## src/rtl/vmu_pkg.sv

```systemverilog
// Shared types and constants for the vector memory unit.
// Holds the FSM state enum, lane geometry and the lane-select helper.
package vmu_pkg;

    localparam int VEC_W  = 48;
    localparam int BEAT_W = 16;
    localparam int BEATS  = VEC_W / BEAT_W;
    localparam int IDX_W  = 2;

    typedef enum logic [2:0] {
        S_IDLE,
        S_WBEAT,
        S_RBEAT,
        S_RDRAIN,
        S_RESP
    } vmu_state_t;

    // Pick 16-bit lane idx out of a vector (lane 0 in the low bits).
    function automatic logic [BEAT_W-1:0] lane_sel(
        input logic [VEC_W-1:0] vec,
        input logic [IDX_W-1:0] idx
    );
        logic [VEC_W-1:0] sh;
        sh = vec >> (BEAT_W * int'(idx));
        return sh[BEAT_W-1:0];
    endfunction

endpackage

```

## src/rtl/vector_mem_unit_lane_gather.sv

```systemverilog
// vmu_lane_gather: registered multi-lane assembler.
// Ports: clk, rst (async active-low), cap_en/cap_idx/cap_data in, vec out.
module vmu_lane_gather
    import vmu_pkg::*;
#(
    parameter int LANE_W = 16,
    parameter int LANES  = 3,
    parameter int SEL_W  = 2
) (
    input  logic                    clk,
    input  logic                    rst,
    input  logic                    cap_en,
    input  logic [SEL_W-1:0]        cap_idx,
    input  logic [LANE_W-1:0]       cap_data,
    output logic [LANES*LANE_W-1:0] vec
);

    always_ff @(posedge clk or negedge rst) begin
        if (!rst) begin
            vec <= '0;
        end else if (cap_en) begin
            for (int i = 0; i < LANES; i++) begin
                if (cap_idx == SEL_W'(i)) begin
                    vec[i*LANE_W +: LANE_W] <= cap_data;
                end
            end
        end
    end

endmodule

```

## src/rtl/vector_mem_unit.sv

```systemverilog
// vector_mem_unit: MEM-stage sequencer splitting 48-bit vector accesses
// into three 16-bit RAM beats, stalling the pipeline until retirement.
// Ports: clk, rst (async active-low); req_* from EX/MEM, req_ready, stall;
// rsp_valid/rsp_rdata load result; mem_* narrow RAM port, mem_q read data.
// Optional macro VECTOR_MEM_UNIT_PERF_EN adds perf_reqs/perf_stall counters.
module vector_mem_unit #(
    parameter int ADDR_W = 32,
    parameter int VEC_W  = vmu_pkg::VEC_W,
    parameter int BEAT_W = vmu_pkg::BEAT_W
) (
    input  logic              clk,
    input  logic              rst,
    input  logic              req_valid,
    input  logic              req_we,
    input  logic [ADDR_W-1:0] req_addr,
    input  logic [VEC_W-1:0]  req_wdata,
    output logic              req_ready,
    output logic              stall,
    output logic              rsp_valid,
    output logic [VEC_W-1:0]  rsp_rdata,
    output logic [ADDR_W-1:0] mem_addr,
    output logic [BEAT_W-1:0] mem_wdata,
    output logic              mem_wren,
    output logic              mem_rden,
    input  logic [BEAT_W-1:0] mem_q
`ifdef VECTOR_MEM_UNIT_PERF_EN
    ,
    output logic [31:0]       perf_reqs,
    output logic [31:0]       perf_stall
`endif
);

    import vmu_pkg::*;

    localparam int BEATS = VEC_W / BEAT_W;
    localparam logic [1:0] LAST = 2'(BEATS - 1);

    vmu_state_t        state;
    logic [1:0]        beat;
    logic [ADDR_W-1:0] base_q;
    logic [VEC_W-1:0]  wdata_q;
    logic [VEC_W-1:0]  rsp_q;
    logic [VEC_W-1:0]  gvec;
    logic [ADDR_W-1:0] beat_addr;
    logic              cap_en;
    logic [1:0]        cap_idx;
    logic              accept;

    assign accept    = (state == S_IDLE) && req_valid;
    assign beat_addr = base_q + ADDR_W'(beat);

    always_ff @(posedge clk or negedge rst) begin
        if (!rst) begin
            state   <= S_IDLE;
            beat    <= '0;
            base_q  <= '0;
            wdata_q <= '0;
            rsp_q   <= '0;
        end else begin
            unique case (state)
                S_IDLE: begin
                    if (req_valid) begin
                        base_q  <= req_addr;
                        wdata_q <= req_wdata;
                        beat    <= '0;
                        state   <= req_we ? S_WBEAT : S_RBEAT;
                    end
                end
                S_WBEAT: begin
                    if (beat == LAST) begin
                        beat  <= '0;
                        state <= S_IDLE;
                    end else begin
                        beat <= beat + 2'd1;
                    end
                end
                S_RBEAT: begin
                    if (beat == LAST) begin
                        beat  <= '0;
                        state <= S_RDRAIN;
                    end else begin
                        beat <= beat + 2'd1;
                    end
                end
                S_RDRAIN: begin
                    state <= S_RESP;
                end
                S_RESP: begin
                    // Keep the result visible while the gather
                    // register fills with the next load.
                    rsp_q <= gvec;
                    state <= S_IDLE;
                end
                default: begin
                    state <= S_IDLE;
                end
            endcase
        end
    end

    // Read data trails mem_rden by one cycle, so lane b lands one
    // cycle after its beat; the final lane lands in the drain cycle.
    always_comb begin
        cap_en  = 1'b0;
        cap_idx = '0;
        if (state == S_RBEAT && beat != 2'd0) begin
            cap_en  = 1'b1;
            cap_idx = beat - 2'd1;
        end else if (state == S_RDRAIN) begin
            cap_en  = 1'b1;
            cap_idx = LAST;
        end
    end

    vmu_lane_gather #(
        .LANE_W (BEAT_W),
        .LANES  (BEATS),
        .SEL_W  (2)
    ) u_gather (
        .clk      (clk),
        .rst      (rst),
        .cap_en   (cap_en),
        .cap_idx  (cap_idx),
        .cap_data (mem_q),
        .vec      (gvec)
    );

    always_comb begin
        req_ready = 1'b0;
        stall     = 1'b0;
        rsp_valid = 1'b0;
        mem_addr  = '0;
        mem_wdata = '0;
        mem_wren  = 1'b0;
        mem_rden  = 1'b0;
        unique case (state)
            S_IDLE: begin
                req_ready = 1'b1;
                // Accept cycle stalls at once; held low during reset.
                stall     = req_valid & rst;
            end
            S_WBEAT: begin
                mem_wren  = 1'b1;
                mem_addr  = beat_addr;
                mem_wdata = lane_sel(wdata_q, beat);
                stall     = (beat != LAST);
            end
            S_RBEAT: begin
                mem_rden = 1'b1;
                mem_addr = beat_addr;
                stall    = 1'b1;
            end
            S_RDRAIN: begin
                stall = 1'b1;
            end
            S_RESP: begin
                rsp_valid = 1'b1;
            end
            default: begin
            end
        endcase
    end

    assign rsp_rdata = (state == S_RESP) ? gvec : rsp_q;

`ifdef VECTOR_MEM_UNIT_PERF_EN
    always_ff @(posedge clk or negedge rst) begin
        if (!rst) begin
            perf_reqs  <= '0;
            perf_stall <= '0;
        end else begin
            if (accept && perf_reqs != 32'hFFFF_FFFF) begin
                perf_reqs <= perf_reqs + 32'd1;
            end
            if (stall && perf_stall != 32'hFFFF_FFFF) begin
                perf_stall <= perf_stall + 32'd1;
            end
        end
    end
`else
    logic unused_accept;
    assign unused_accept = accept;
`endif

endmodule
```

## config.mk

```make
export PLATFORM = sky130hd
export DESIGN_NAME = vector_mem_unit
export DESIGN_NICKNAME = d
export VERILOG_FILES = /design/src/rtl/vmu_pkg.sv /design/src/rtl/vector_mem_unit_lane_gather.sv /design/src/rtl/vector_mem_unit.sv
export SDC_FILE = /design/constraint.sdc
export NUM_CORES = 1
export LEC_CHECK = 0
export ABC_AREA = 1
export BUFFER_PORTS_ARGS = -buffer_cell sky130_fd_sc_hd__buf_2
export CAP_MARGIN = 10
export CORE_ASPECT_RATIO = 0.7
export CORE_MARGIN = 1
export CORE_UTILIZATION = 51
export CTS_BUF_LIST = sky130_fd_sc_hd__clkbuf_8
export DETAILED_ROUTE_END_ITERATION = 8
export GPL_ROUTABILITY_DRIVEN = 0
export PLACE_DENSITY_LB_ADDON = 0.2
export SLEW_MARGIN = 20
export SYNTH_ARGS = -nofsm -noshare
export SYNTH_HDL_FRONTEND = slang
export SYNTH_HIERARCHICAL = 1
export SYNTH_SLANG_ARGS = --single-unit
```

## constraint.sdc

```tcl
create_clock -name clk -period 2.1 [get_ports clk]
set_input_delay 0.525 -clock clk [delete_from_list [all_inputs] [get_ports clk]]
set_output_delay 0.525 -clock clk [all_outputs]
set_load 0.01 [all_outputs]
```

==> flow_summary.ini, run 1 <==
[worst_setup_path]
r2r_setup_slack_ns = -0.29
critical_path_class = reg2out
cp.required_ns = 1.57
setup.worst_path.end_class = output port
max_stage_delay_ns = 0.43
path_cells = ha_4 > fa_2 > nand2_2 > nor2_4 > nand2_4 > buf_4 > inv_2 > nand2_1 > nand2_1 > nand2_2 > nor2_2 > buf_2
start_kind = register
slowest_stage = dfrtp_1
worstPathMaxFanout = 4
cp_data_arrival_time_ns = 2.44

[drt]
avgRoutedWirePerCell_um = 21.4
firstDrtPassIters = 5
wirelength_um = 36800
vias = 9835
drcViolationCount = 0
drt_iter0_markers = 1291
via_per_inst = 5.71
antenna_left = 0

[final_layout]
area_growth_pct = 61.4
stdcell_count = 1721
design_area_um2 = 14000
nNetsFinal = 1590
final_layout_size_suffix_gt1_share_pct = 45.3
fin_util_pct = 85.1
final_common_cell = nand2_1
final_cell_mix = nand2_1 (414), dfrtp_1 (176), buf_2 (143)
filler_cell_count = 888
antennaDiodeCount = 0

[yosys]
synth_area_leader_cell = dfrtp_1
synth_area_leaders = dfrtp_1 (52%), nand2_1 (24%), nor2_1 (4.6%)
yosys_warnings = 6
synth_fp_nets = 1243
ys_types = 28
netlist.area_leader.share_pct = 52.1
syn_avg_cell_area_um2 = 7.65
synth_area_um2 = 8690
synth_seq_area_share_pct = 52.1
postSynthCellCount = 1136
ys_ff_latch = 181

[power]
p_sw_mw = 10.9
ir_worst_vdd_mv = 1.00
seqPwrFrac_pct = 28.5
p_sw_share_pct = 45.4
cellLeakagePower_nw = 7.07
power.internal_mw = 13.1
pwr-share-clk_pct = 11.2
power_density_nw_per_um2 = 1720
pwr-share-comb_pct = 60.3
p_total_mw = 24.1

[timing]
fin_crit_sh_pct = 141
fin_crit_ns = 2.96
skew_ns = 0.0222
timing.fmax_mhz = 337
rsz0062_at_grt = true
worst_slack_ns = -0.864
setup_viol = 153
relSlewSlack_pct = 51.1
tns_ns = -52.53
tightestPinTransition_ns = 0.726
hold_viol = 0
hold_ws_ns = 0.0858
drv_slew = 0

[floorplanning]
ios = 201
die_area_um2 = 17600
rows = 39
initial_utilization_pct = 52.7
die_h_um = 111
core-area_um2 = 16500
die_x_um = 158

[global_routing]
antenna_found_initial = 0
overflow = 0
track_usage_pct = 36.1
grt_max_degree = 95
grt_pass1_wl_um = 47800
grt_pass1_vias = 9163

[status]
status = finished with violations
violations = negative setup slack

[clock_network]
cts-root-buf = clkbuf_8
clk_pin_slew_worst_paths_ns = 0.11
htreeDepth = 4
clockBufferDepth = 2
cts_sinks = 181
clk_latency_ns = 0.48
cts_made_buffers = 17
cts_tree = done

[placed_design]
pre_cts_slack_ns = -0.136
dp_hpwl_um = 15800
port_buffers = 200
placed_cell_area_um2 = 9990
dp.cells = 1541

[run]
cap_violations = 0

[worst_hold_path]
hold_class = in2async
==> area by class of cell <==
cell class / instances / area, µm² / share of cell area [%]
Timing Repair Buffer: 378 / 3430 / 24.4
Clock buffer: 19 / 262 / 1.86
Sequential cell: 181 / 4540 / 32.3
Multi-Input combinational cell: 850 / 5070 / 36.2
Clock inverter: 13 / 176 / 1.26
Tap cell: 225 / 282 / 2.01
Inverter: 55 / 275 / 1.96
==> power by group through the flow <==
stage / registers [mW] / logic [mW] / clock network [mW]
2_1_floorplan: 5.93 / 4.98 / 0
3_3_place_gp: 6.16 / 7.06 / 0
3_5_place_dp: 6.19 / 7.21 / 0
4_1_cts: 6.40 / 11.7 / 2.63
5_1_grt: 6.99 / 15.3 / 2.82
6_report: 6.87 / 14.5 / 2.69
==> registers in the layout, indices dropped and copies added, names as in the netlist <==
name and count:
state 3, wdata_q 48, rsp_q 48, u_gather/vec 48, beat 2, base_q 32
==> critical path: cells and delay by family (launching register included) <==
kind	cells	cell delay (ns)
adder cells (fa/ha/maj)	2	0.40
flip-flops	1	0.43
AND/OR/NAND/NOR	7	0.76
buffers and inverters	3	0.36
==> Yosys cell counts <==
library cell,count
ha_1,6
nor2_8,1
buf_6,6
o211ai_1,1
nand2_1,565
inv_4,3
nand4_1,32
nand3_2,2
xnor2_1,5
o21ai_0,46
buf_4,15
nor3_1,5
nand2_4,2
nand3_1,30
fa_1,1
o21ai_2,1
nand2_2,3
clkbuf_1,7
inv_1,48
inv_2,4
dfrtp_1,181
nor2_1,106
a21oi_1,28
buf_2,25
nand3_4,2
nor2_4,3
or2_2,1
nor2_2,7
==> what timing repair did <==
item	in CTS	in global routing
pin swaps	127	66
resized for setup	386	179
buffers inserted	104	54
hold buffers	0	0
setup endpoints to repair	146	154
gates cloned	17	1
==> worst paths after layout <==
path	cells after the start	endpoint	start
max	12	mem_addr[24]	base_q[0]
min	2	base_q[31]	rst
max reg2reg	11	u_gather/vec[3]	beat[0]
min reg2reg	2	wdata_q[10]	wdata_q[10]
max in group asynchronous	2	u_gather/vec[31]	rst
min in group clk	3	wdata_q[20]	req_wdata[20]
==> kinds of logic after synthesis <==
logic type                 after synthesis  synth area share [%]
adders and majority gates                7                  1.09
xor gates and xnor gates                 5                 0.504
and+or+nand+nor                        759                  35.6
buffers and inverters                  108                  6.27
AOI/OAI and AO/OA                       76                  4.45
DFF                                    181                  52.1
==> layer usage <==
metal  GRT usage [%]  part of all wire (%)  wire length [µm]  vias up
met4            16.8                   5.7              2090        2
met5               0                  0.10                37        -
met1            48.4                    37             13500     4661
li1                -                     -                 -     4239
met3            8.13                    12              4550      212
met2            55.8                    45             16600      721
Note: power is estimated with default switching activity, not from simulation.
==> run 2, diff against run 1 <==
- CAP_MARGIN: 10 -> unset
- CORE_MARGIN: 1 -> 3
==> run 2 against run 1 <==
Effect of this change:
- clock power decreased by 12%
- largest cell class unchanged
- sequential share of layout area fell by 0.25 points
- highest routed layer is now met4
- clock skew up 0.0099 ns
- final cell count is essentially flat
- the run still ends with negative setup slack left
==> flow_summary.ini, run 2 (synthesis gave the netlist of run 1 again) <==
[floorplanning]
core-area_um2 = 16500
die_area_um2 = 18700
ios = 201
die_x_um = 162
die_h_um = 115
initial_utilization_pct = 52.7
rows = 39

[worst_setup_path]
max_stage_delay_ns = 0.39
cp_data_arrival_time_ns = 2.32
slowest_stage = dfrtp_1
cp.required_ns = 1.57
r2r_setup_slack_ns = -0.32
path_cells = ha_2 > fa_2 > nand2_2 > nor2_4 > inv_1 > nor2_4 > nand2_1 > nand2_1 > nand2_1 > nor2_2 > buf_2
start_kind = register
cp_common_cell = nand2_1
critical_path_class = reg2out
setup.worst_path.end_class = output port
worstPathMaxFanout = 4

[timing]
fin_crit_sh_pct = 136
worst_slack_ns = -0.749
rsz0062_at_grt = true
timing.fmax_mhz = 351
hold_viol = 0
drv_slew = 0
relSlewSlack_pct = 58.4
setup_viol = 151
skew_ns = 0.0322
fin_crit_ns = 2.85
tightestPinTransition_ns = 0.625

[placed_design]
port_buffers = 200
placed_cell_area_um2 = 9980
dp_hpwl_um = 16500
pre_cts_slack_ns = -0.124

[final_layout]
antennaDiodeCount = 0
nNetsFinal = 1590
final_cell_mix = nand2_1 (404), dfrtp_1 (177), buf_2 (143)
area_growth_pct = 62.6
final_common_cell = nand2_1
reg_top3 = rsp_q (48), u_gather/vec (48), wdata_q (48)
design_area_um2 = 14100
final_layout_size_suffix_gt1_share_pct = 47.4

[drt]
drcViolationCount = 0
avgRoutedWirePerCell_um = 20.9
antenna_left = 0
vias = 9748
firstDrtPassIters = 6
drt_iter0_markers = 1254
via_per_inst = 5.67
wirelength_um = 36000

[power]
pwr-share-clk_pct = 9.9
pwr-share-comb_pct = 61.7
p_sw_share_pct = 45.6
seqPwrFrac_pct = 28.5
p_sw_mw = 11.0
cellLeakagePower_nw = 6.99
power_density_nw_per_um2 = 1700
ir_worst_vdd_mv = 1.03
power.internal_mw = 13.1

[clock_network]
clockBufferDepth = 2
hold_buffers = 0
cts_tree = done
clk_latency_ns = 0.50
cts_made_buffers = 17
cts_sinks = 181
cts-root-buf = clkbuf_8
clk_pin_slew_worst_paths_ns = 0.12
htreeDepth = 4

[global_routing]
grt.busiest_layer = met2
overflow = 0
grt_pass1_wl_um = 49700
gr-usage-met2_pct = 54.8
track_usage_pct = 34.4
use_met3_pct = 8.32
grt_pass1_vias = 9316
antenna_found_initial = 0
grtUsageMet1_pct = 46.0
grt_max_degree = 98

[status]
violations = negative setup slack
status = finished with violations

[worst_hold_path]
hold_class = in2async

[run]
cap_violations = 0
run 2: cell count changes in the layout (fill, tap and decap cells not counted), moves of 5 or more:
cell and change:
o21ai_1 -12, o21ai_2 +10, a21oi_2 +10, nand2_2 +6, a21oi_1 -10, buf_4 +6
buf_6 -10, nand3_2 -5, nand2_1 -10
run 2: layer usage:
metal,vias up,share of wire [%]
li1,4247,-
met1,4651,39
met5,-,0
met2,658,47
met3,192,9.3
met4,0,5.5
run 2: worst max-delay path, delay by kind of cell (launching register included):
family / cells / cell delay, ns
buf+inv: 2 / 0.26
flops: 1 / 0.39
simple gates: 7 / 0.78
fa+ha+maj: 2 / 0.43
run 2: metrics by stage:
stage	instances	setup TNS, ns	hold slack, ns	utilization [%]	power [mW]
after floorplan	1136	0	0.229	-	10.9
after global placement	1539	-2.26	0.449	60.5	13.3
after detailed placement	1539	-4.35	0.454	60.5	13.5
after CTS	1700	-41.91	0.114	80.2	20.8
after global routing	1720	-59.15	0.0985	85.7	25.2
final	1720	-49.53	0.108	85.7	24.1
run 2: area by class of cell:
cell class                 count  area (µm²)
clock buffer                  17         234
multi-input combinational    851        5260
timing repair buffer         375        3390
clock inverter                14         126
sequential                   181        4530
tap                          225         282
fill                         878        2350
timing repair inverter         2        20.0
inverter                      55         294
run 2: path summary, 6_finish.rpt:
kind                               endpoint          start  cells past startpoint
hold reg to reg                 wdata_q[28]    wdata_q[28]                      2
setup / recovery               mem_addr[28]      base_q[0]                     11
hold / removal             u_gather/vec[11]            rst                      2
setup reg to reg            u_gather/vec[0]        beat[1]                     13
min in group clk                wdata_q[21]  req_wdata[21]                      3
max in group asynchronous         base_q[1]            rst                      2
run 2: repair_timing:
| action | in CTS | in global routing |
|---|---|---|
| endpoints found under the setup margin | 146 | 156 |
| cloned | 21 | 4 |
| gates resized for setup | 399 | 201 |
| pin swaps | 118 | 66 |
| buffers inserted | 109 | 56 |
run 2: power by group through the flow:
stage	sequential [mW]	clock (mW)	combinational, mW
finish	6.85	2.37	14.8
global route	6.98	2.51	15.7
CTS	6.45	2.30	12.1
detailed placement	6.21	0	7.24
global placement	6.18	0	7.10
floorplan	5.93	0	4.98
